**src/rtl/ifetch_prefetch_buffer.sv**
```systemverilog
// Instruction-fetch prefetch buffer: issues sequential word fetches, queues in-order
// responses with their PC and hands them to decode; redirects flush and drop stale data.
module ifetch_prefetch_buffer #(
    parameter int unsigned DEPTH    = 4,
    parameter logic [31:0] RESET_PC = 32'h0000_0000
) (
    input  logic        clk,
    input  logic        rst,
    output logic        mem_req_o,
    output logic [31:0] mem_addr_o,
    input  logic        mem_gnt_i,
    input  logic        mem_rvalid_i,
    input  logic [31:0] mem_rdata_i,
    input  logic        redirect_i,
    input  logic [31:0] redirect_pc_i,
    output logic        instr_valid_o,
    output logic [31:0] instr_o,
    output logic [31:0] instr_pc_o,
    input  logic        instr_ready_i
);

    localparam int unsigned CW = $clog2(DEPTH + 1);
    localparam int unsigned PW = $clog2(DEPTH);
    localparam logic [CW-1:0] C_ZERO  = CW'(0);
    localparam logic [CW-1:0] C_ONE   = CW'(1);
    localparam logic [CW:0]   C_DEPTH = (CW + 1)'(DEPTH);
    localparam logic [PW-1:0] P_ZERO  = PW'(0);
    localparam logic [PW-1:0] P_ONE   = PW'(1);

    logic          r_active;
    logic [31:0]   r_fetch_pc;
    logic [31:0]   r_resp_pc;
    logic [CW-1:0] r_count;
    logic [CW-1:0] r_outstanding;
    logic [CW-1:0] r_discard;
    logic [PW-1:0] r_wptr;
    logic [PW-1:0] r_rptr;
    logic [31:0]   r_fifo_data [DEPTH];
    logic [31:0]   r_fifo_pc   [DEPTH];

    logic [CW:0]   w_occupancy;
    logic          w_credit;
    logic          w_accept;
    logic          w_has_data;
    logic          w_pop;
    logic          w_drop;
    logic          w_push;
    logic [CW-1:0] w_inflight;
    logic [CW-1:0] w_count_nxt;
    logic [31:0]   w_redirect_pc;

    // Credit, handshake decode and in-flight bookkeeping from registered state.
    always_comb begin
        w_occupancy   = {1'b0, r_count} + {1'b0, r_outstanding};
        w_credit      = r_active && (w_occupancy < C_DEPTH);
        w_accept      = w_credit && mem_gnt_i;
        w_has_data    = (r_count != C_ZERO);
        w_pop         = w_has_data && instr_ready_i;
        w_drop        = mem_rvalid_i && (r_discard != C_ZERO);
        w_push        = mem_rvalid_i && (r_discard == C_ZERO);
        // Everything still in flight after this cycle, including a same-cycle grant.
        w_inflight    = r_outstanding + (w_accept ? C_ONE : C_ZERO)
                                      - (mem_rvalid_i ? C_ONE : C_ZERO);
        w_count_nxt   = r_count + (w_push ? C_ONE : C_ZERO) - (w_pop ? C_ONE : C_ZERO);
        w_redirect_pc = redirect_pc_i & 32'hFFFF_FFFC;
    end

    // Output drive; data/PC are forced to zero whenever the FIFO is empty.
    always_comb begin
        mem_req_o     = w_credit;
        mem_addr_o    = r_fetch_pc;
        instr_valid_o = w_has_data;
        if (w_has_data) begin
            instr_o    = r_fifo_data[r_rptr];
            instr_pc_o = r_fifo_pc[r_rptr];
        end else begin
            instr_o    = 32'h0000_0000;
            instr_pc_o = 32'h0000_0000;
        end
    end

    // Fetch/response PCs, counters, FIFO pointers and storage.
    always_ff @(posedge clk) begin
        if (!rst) begin
            r_active      <= 1'b0;
            r_fetch_pc    <= RESET_PC;
            r_resp_pc     <= RESET_PC;
            r_count       <= C_ZERO;
            r_outstanding <= C_ZERO;
            r_discard     <= C_ZERO;
            r_wptr        <= P_ZERO;
            r_rptr        <= P_ZERO;
            for (int i = 0; i < int'(DEPTH); i++) begin
                r_fifo_data[i] <= 32'h0000_0000;
                r_fifo_pc[i]   <= 32'h0000_0000;
            end
        end else begin
            r_active <= 1'b1;
            if (redirect_i) begin
                // Everything in flight becomes stale, including a same-cycle grant.
                r_fetch_pc    <= w_redirect_pc;
                r_resp_pc     <= w_redirect_pc;
                r_count       <= C_ZERO;
                r_wptr        <= P_ZERO;
                r_rptr        <= P_ZERO;
                r_outstanding <= w_inflight;
                r_discard     <= w_inflight;
            end else begin
                if (w_accept) begin
                    r_fetch_pc <= r_fetch_pc + 32'd4;
                end
                r_outstanding <= w_inflight;
                if (w_drop) begin
                    r_discard <= r_discard - C_ONE;
                end
                if (w_push) begin
                    r_fifo_data[r_wptr] <= mem_rdata_i;
                    r_fifo_pc[r_wptr]   <= r_resp_pc;
                    r_wptr              <= r_wptr + P_ONE;
                    r_resp_pc           <= r_resp_pc + 32'd4;
                end
                if (w_pop) begin
                    r_rptr <= r_rptr + P_ONE;
                end
                r_count <= w_count_nxt;
            end
        end
    end

endmodule

```
**config.mk**
```make
export PLATFORM = sky130hd
export DESIGN_NAME = ifetch_prefetch_buffer
export DESIGN_NICKNAME = d
export VERILOG_FILES = /design/src/rtl/ifetch_prefetch_buffer.sv
export SDC_FILE = /design/constraint.sdc
export NUM_CORES = 1
export LEC_CHECK = 0
export CAP_MARGIN = 40
export CORE_MARGIN = 8
export CORE_UTILIZATION = 51
export CTS_CLUSTER_SIZE = 40
export DETAILED_ROUTE_END_ITERATION = 16
export PLACE_DENSITY = 0.87
export REMOVE_ABC_BUFFERS = 1
export SYNTH_ARGS = -nofsm -noshare
export SYNTH_HDL_FRONTEND = slang
export SYNTH_SLANG_ARGS = --single-unit
```
**constraint.sdc**
```tcl
create_clock -name clk -period 6.85 [get_ports clk]
set_input_delay 1.37 -clock clk [delete_from_list [all_inputs] [get_ports clk]]
set_output_delay 1.37 -clock clk [all_outputs]
set_load 0.01 [all_outputs]
```
==> results.md, run 1 <==
- Final Max Slew Viols: 0
- WL final: 36.80 mm
- Status: completed
- Top cells by area, synth: edfxtp_1 (49%), dfxtp_1 (10%), mux4_2 (9.2%), and2_1 (5.3%), nor2_1 (3.8%)
- Top-area cell type share of the netlist area: 0.4919
- Max Clk Rate: 0.2277 GHz
- Synth-to-Final Area Change: 20.93%
- Max Fanout on Critical Path: 39
- Post-synth ARST share: 0
- Clk_lat worst skew: 0.51 ns
- Final Setup Violations: 0
- Nets: 1479
- Leak pwr: 0.006662 µW
- H-tree depth: 2
- Post-route DRC: 0
- Most frequent cell after synthesis: edfxtp_1
- Fill cells: 2168
- Slew HR: 0.3767
- Initial Utilization: 0.5149
- Post-synth top area cell: edfxtp_1
- IO Port Bufs: 161
- Die Span X: 188.3 µm
- Total power: 4846 µW
- Gr usage total: 0.2037
- Register bit count reported by yosys: 324
- Ys Warns: 0
- Post_cts resized: 0
- Max-Cap Viols: 0
- Slew @ Worst Pin: 0.9264 ns
- Synth top cells by count: edfxtp_1 (248), nor2_1 (153), and2_1 (129), nand2_1 (91), dfxtp_1 (76)
- Syn Area/Cell: 11.97 µm²
- Via count: 10590
- Reg clk slew, reported paths: 0.06 ns
- RSZ-0062 raised after global routing: no
- Placer Congestion: 0.8500
- WL/cell: 20.32 µm
- PwrDens: 264.7 nW/µm²
- Synth unique cells: 57
- Sequential area share after synthesis: 0.5924
- Post-Synthesis Cells: 1265
- Top Ports: 168
- Synth Flop Type: edfxtp_1
- Critical path class: reg2out
- Clock Skews: 0.01155 ns
- Antenna-violating nets left: 0
- CTS Hold Bufs: 0
- Final core utilization: 0.6226
- WP data required: 5.48 ns
- Post-route minimum period: 4.392 ns
- Hold Path Class: reg2reg
- Clk root buf: clkbuf_16
- Antenna violations before repair: 1
- Total CTS buffers: 35
- EDFF count, synth: 248
- Worst VDD drop: 0.1911 mV
- Clock Path Buffers: 3
- Core ar.: 29400 µm²
- DP HPWL: 22.99 mm
- Drt first pass iters: 5
- FP Rows: 63
- Routed vias/inst: 5.849
- Die span in y: 188.3 µm
- Mapped Area: 15140 µm²
- CP endpoint kind: output pin
- Pin count of the biggest net entering global routing: 66
- Critical path launch point type: flip-flop
- TritonCTS clock tree: yes
- GRT overflow: 0
- Setup Buffers After CTS: 0
- Final hold vios: 0
- DIE AREA: 35450 µm²
- Crit share post-route: 0.6412
- Share of cells above drive strength 1: 0.1127
- Initial DRC Count: 966
- Hold Slack: 0.5374 ns
- Vias in the first global route: 10720
- Worst EP arrival: 3.02 ns
- Num Clock Sinks: 324
- First-pass GRT wire length: 58.00 mm
-- placed cells by master (no fill, tap or decap), types with 14 or more instances in the layout --
cell               n
nand4_1           16
edfxtp_1         248
a311oi_1          16
and4_1            23
a211oi_1          20
inv_1             72
clkdlybuf4s50_1  160
nor2_1           152
nand3_1           27
o21ai_0           35
clkbuf_16         36
nor3_1            30
a21oi_1           16
nor4_1            17
nand2_1           90
dfxtp_1           74
and3_1            14
buf_4             18
and2_1           129
mux4_2            62
-- power breakdown --
group / switching, µW / total (µW) / internal (µW)
clock: 745 / 1810 / 1070
sequential: 83.7 / 2330 / 2240
combinational: 372 / 707 / 335
total: 1200 / 4850 / 3650
-- worst paths after layout --
kind,from,to,slack (ns),cells past startpoint
min reg2reg,mem_addr_o[7],mem_addr_o[7],0.54,2
max reg2reg,r_count[2],r_discard[2],3.78,10
max,flip-flop,instr_pc_o[26],2.46,4
min,mem_addr_o[7],mem_addr_o[7],0.54,2
-- cell type report --
type                    instances  area (µm²)  area share
diodes                          1       2.502   0.0001367
flip-flops and latches        324        8974      0.4902
repair buffers                184        1864      0.1018
inverters                      73       274.0     0.01497
multi-input cells             779        5605      0.3062
clock buffers                  46       962.2     0.05256
well taps                     390       488.0     0.02666
clock inverters                14       136.4    0.007450
-- critical path, cell delays in order, from the launching register on --
cell	delay (ns)
dfxtp_2	0.74
buf_4	0.62
mux4_2	0.42
and2_1	0.18
clkdlybuf4s50_1	0.53
-- kinds of logic (layout without fill, tap and decap cells) --
family,count (synthesis),count (layout),synth area share
AND/OR/NAND/NOR,555,555,0.1942
flip-flops,324,324,0.5924
buffers and inverters,165,317,0.04273
AO/OA/AOI/OAI,123,123,0.05364
multiplexers,65,65,0.09422
XOR/XNOR,20,20,0.01157
adder cells (fa/ha/maj),12,12,0.01091
other,1,5,0.0002477
-- layer usage --
| metal | GRT usage | vias to the layer above | wire [µm] |
|---|---|---|---|
| met5 | 0 | - | 0 |
| met4 | 0.06121 | 0 | 830 |
| met3 | 0.03789 | 61 | 3221 |
| met2 | 0.3470 | 515 | 18320 |
| met1 | 0.2616 | 5146 | 14430 |
| li1 | - | 4870 | - |
-- stage by stage --
step / cells / setup slack (ns) / cell area, µm² / TNS [ns]
floorplan: 1176 / -0.2448 / 14780 / -45.53
global placement: 1745 / 2.384 / 17080 / 0
detailed placement: 1750 / 2.550 / 17210 / 0
CTS: 1810 / 2.417 / 18300 / 0
global route: 1811 / 2.353 / 18310 / 0
finish: 1811 / 2.458 / 18310 / 0
-- state kept, by name (all words and copies together) (netlist names), 2 cells and up, named ones only --
| signal | flops |
|---|---|
| r_fifo_data | 128 |
| r_fifo_pc | 120 |
| mem_addr_o | 30 |
| r_resp_pc | 30 |
| r_count | 3 |
| r_discard | 3 |
| r_outstanding | 3 |
| r_rptr | 2 |
| r_wptr | 2 |
No activity file was read; power rests on OpenSTA's default activity.
==> run 2, diff against run 1 <==
--- a/config.mk
+++ b/config.mk
@@ -7,10 +7,10 @@
 export LEC_CHECK = 0
 export CAP_MARGIN = 40
 export CORE_MARGIN = 8
-export CORE_UTILIZATION = 51
+export CORE_UTILIZATION = 57
 export CTS_CLUSTER_SIZE = 40
 export DETAILED_ROUTE_END_ITERATION = 16
-export PLACE_DENSITY = 0.87
+export PLACE_DENSITY = 0.92
 export REMOVE_ABC_BUFFERS = 1
 export SYNTH_ARGS = -nofsm -noshare
 export SYNTH_HDL_FRONTEND = slang
==> constraint.sdc (replaced) <==
create_clock -name clk -period 4.6 [get_ports clk]
set_input_delay 0.92 -clock clk [delete_from_list [all_inputs] [get_ports clk]]
set_output_delay 0.92 -clock clk [all_outputs]
set_load 0.01 [all_outputs]
==> results.md, run 2 (same netlist as run 1, synthesis figures left out) <==
- Status: completed
- Reg2reg path depth: 10 (unchanged)
- CP endpoint kind: output pin
- Post_cts resized: 0 (unchanged)
- Antenna-violating nets left: 0 (unchanged)
- Initial DRC Count: 1051 (+8.8%)
- Via count: 10770 (+1.7%)
- Max-Cap Viols: 0 (unchanged)
- FP Rows: 59 (-6.3%)
- WP data required: 3.68 ns (-1.80 ns)
- Crit share post-route: 0.8094
- Num Clock Sinks: 324 (unchanged)
- Drt first pass iters: 6 (+1)
- RSZ-0062 raised after global routing: no
- CP Depth: 4 (unchanged)
- Largest registers: r_fifo_data x128, r_fifo_pc x120
- Fill cells: 1729 (-20%)
- Flop-to-flop setup slack: 1.64 ns (-2.14 ns)
- Largest register FFs: 128 (unchanged)
- IO Port Bufs: 161 (unchanged)
- Die Span X: 179.0 µm (-4.9%)
- Clk_lat worst skew: 0.50 ns (about the same)
- Register Area: 8976 µm² (about the same)
- Synth-to-Final Area Change: 20.26%
- WL final: 37.26 mm (+1.2%)
- DIE AREA: 32030 µm² (-9.7%)
- WL/cell: 21.22 µm (+4.4%)
- Initial Utilization: 0.5809 (+0.06606)
- Antenna violations before repair: 0 (-1)
- Most frequent cells in the layout: edfxtp_1 (248), clkdlybuf4s50_1 (160), nor2_1 (152)
- Area of the multi-input gates: 5605 µm² (unchanged)
- Commonest non-fill, non-tap cell in the layout: edfxtp_1
- Top reg by flops: r_fifo_data
- Die span in y: 179.0 µm (-4.9%)
- Setup Buffers After CTS: 0 (unchanged)
- GRT overflow: 0 (unchanged)
- Clock Path Buffers: 3 (unchanged)
- Cell family with most CP delay: buffers and inverters
- Max Clk Rate: 0.2686 GHz
- Routed vias/inst: 6.133 (+4.9%)
- H-tree depth: 2 (unchanged)
- Core ar.: 26060 µm² (-11%)
- Share of cells above drive strength 1: 0.1112 (-0.001487)
- Hold Path Class: reg2reg
- Vias in the first global route: 10890 (+1.6%)
- Clock Skews: 0.01031 ns (-0.001243 ns)
- Critical path class: reg2out
- CTS Hold Bufs: 0 (unchanged)
- Final Max Slew Viols: 0 (unchanged)
- Gr usage total: 0.2322 (+0.02853)
- Diodes inserted: 0 (-1)
- Nets: 1479 (unchanged)
- Final Setup Violations: 0 (unchanged)
- Critical path launch point type: flip-flop
- Origin of the critical flop-to-flop path: r_count[2]
- Critical-path top delay cell: dfxtp_4
- Slew @ Worst Pin: 0.8121 ns (-0.1144 ns)
- Worst EP arrival: 2.80 ns (-0.22 ns)
- Final core utilization: 0.6986 (+0.07599)
- Post-route minimum period: 3.723 ns
- Reg clk slew, reported paths: 0.06 ns (about the same)
- Slew HR: 0.4536 (+0.07694)
- Clk root buf: clkbuf_16
- Total CTS buffers: 34 (-2.9%)
- Top Ports: 168 (unchanged)
- Pin count of the biggest net entering global routing: 63 (-4.5%)
- R2r endpoint: r_discard[2]
- Max Fanout on Critical Path: 25 (-36%)
- TritonCTS clock tree: yes
- Crit path buf inv count: 2 (unchanged)
- PwrDens: 393.4 nW/µm² (+49%)
- Placer Congestion: 0.8651 (+1.8%)
- Cell chain of the critical path: buf_4, mux4_2, and2_1, clkdlybuf4s50_1
- Leak pwr: 0.006639 µW (-0.36%)
- Worst VDD drop: 0.2643 mV (+38%)
- First-pass GRT wire length: 58.34 mm (+0.58%)
- Hold path depth: 2 (unchanged)
- DP HPWL: 23.46 mm (+2.1%)
- Post-route DRC: 0 (unchanged)
- Hold Slack: 0.5320 ns (-0.005375 ns)
- Delay of the slowest critical-path stage: 0.69 ns (-0.05 ns)
- Final hold vios: 0 (unchanged)
- Worst setup endpoint: instr_pc_o[3]
run 2: final cells by class:
type / instances / share of cell area
tap: 335 / 0.02302
multi-input combinational: 779 / 0.3079
clock buffer: 46 / 0.05148
clock inverter: 14 / 0.006804
inverter: 73 / 0.01505
timing repair buffer: 185 / 0.1027
sequential: 324 / 0.4931
run 2: worst min-delay path by stage:
stage                       start             to  slack, ns
floorplan               r_rptr[1]      flip-flop       0.48
global placement        r_rptr[1]      flip-flop       0.50
detailed placement      r_rptr[1]      flip-flop       0.52
CTS                 mem_addr_o[7]  mem_addr_o[7]       0.53
global route        mem_addr_o[7]  mem_addr_o[7]       0.57
finish              mem_addr_o[7]  mem_addr_o[7]       0.53
run 2: tightest hold or removal path, cell delays in order (launching register included):
cell and delay (ns):
dfxtp_1 0.33, o31ai_1 0.07, a31oi_1 0.07
run 2: metal layers:
metal | GRT usage | share of wire | up-vias
li1 | - | - | 4850
met1 | 0.3044 | 0.39 | 5249
met2 | 0.3917 | 0.49 | 614
met3 | 0.04739 | 0.098 | 57
met4 | 0.05615 | 0.017 | 0
met5 | 0 | 0 | -
run 2: report_power, final:
group,switching [µW],total [µW],internal [µW],leakage [µW]
clock,1090,2630,1540,0.000522
combinational,554,1060,507,0.00292
sequential,130,3470,3340,0.00320
run 2: metrics by stage:
stage	power, µW	cell area [µm²]	worst slack [ns]	setup TNS (ns)	std cells
after floorplan	4055	14780	-2.089	-422.75	1176
after detailed placement	4589	17140	0.9298	0	1696
after global routing	7408	18210	0.7124	0	1756
after global placement	4523	17100	1.013	0	1694
final	7161	18210	0.8769	0	1756
after CTS	7189	18210	0.8083	0	1756
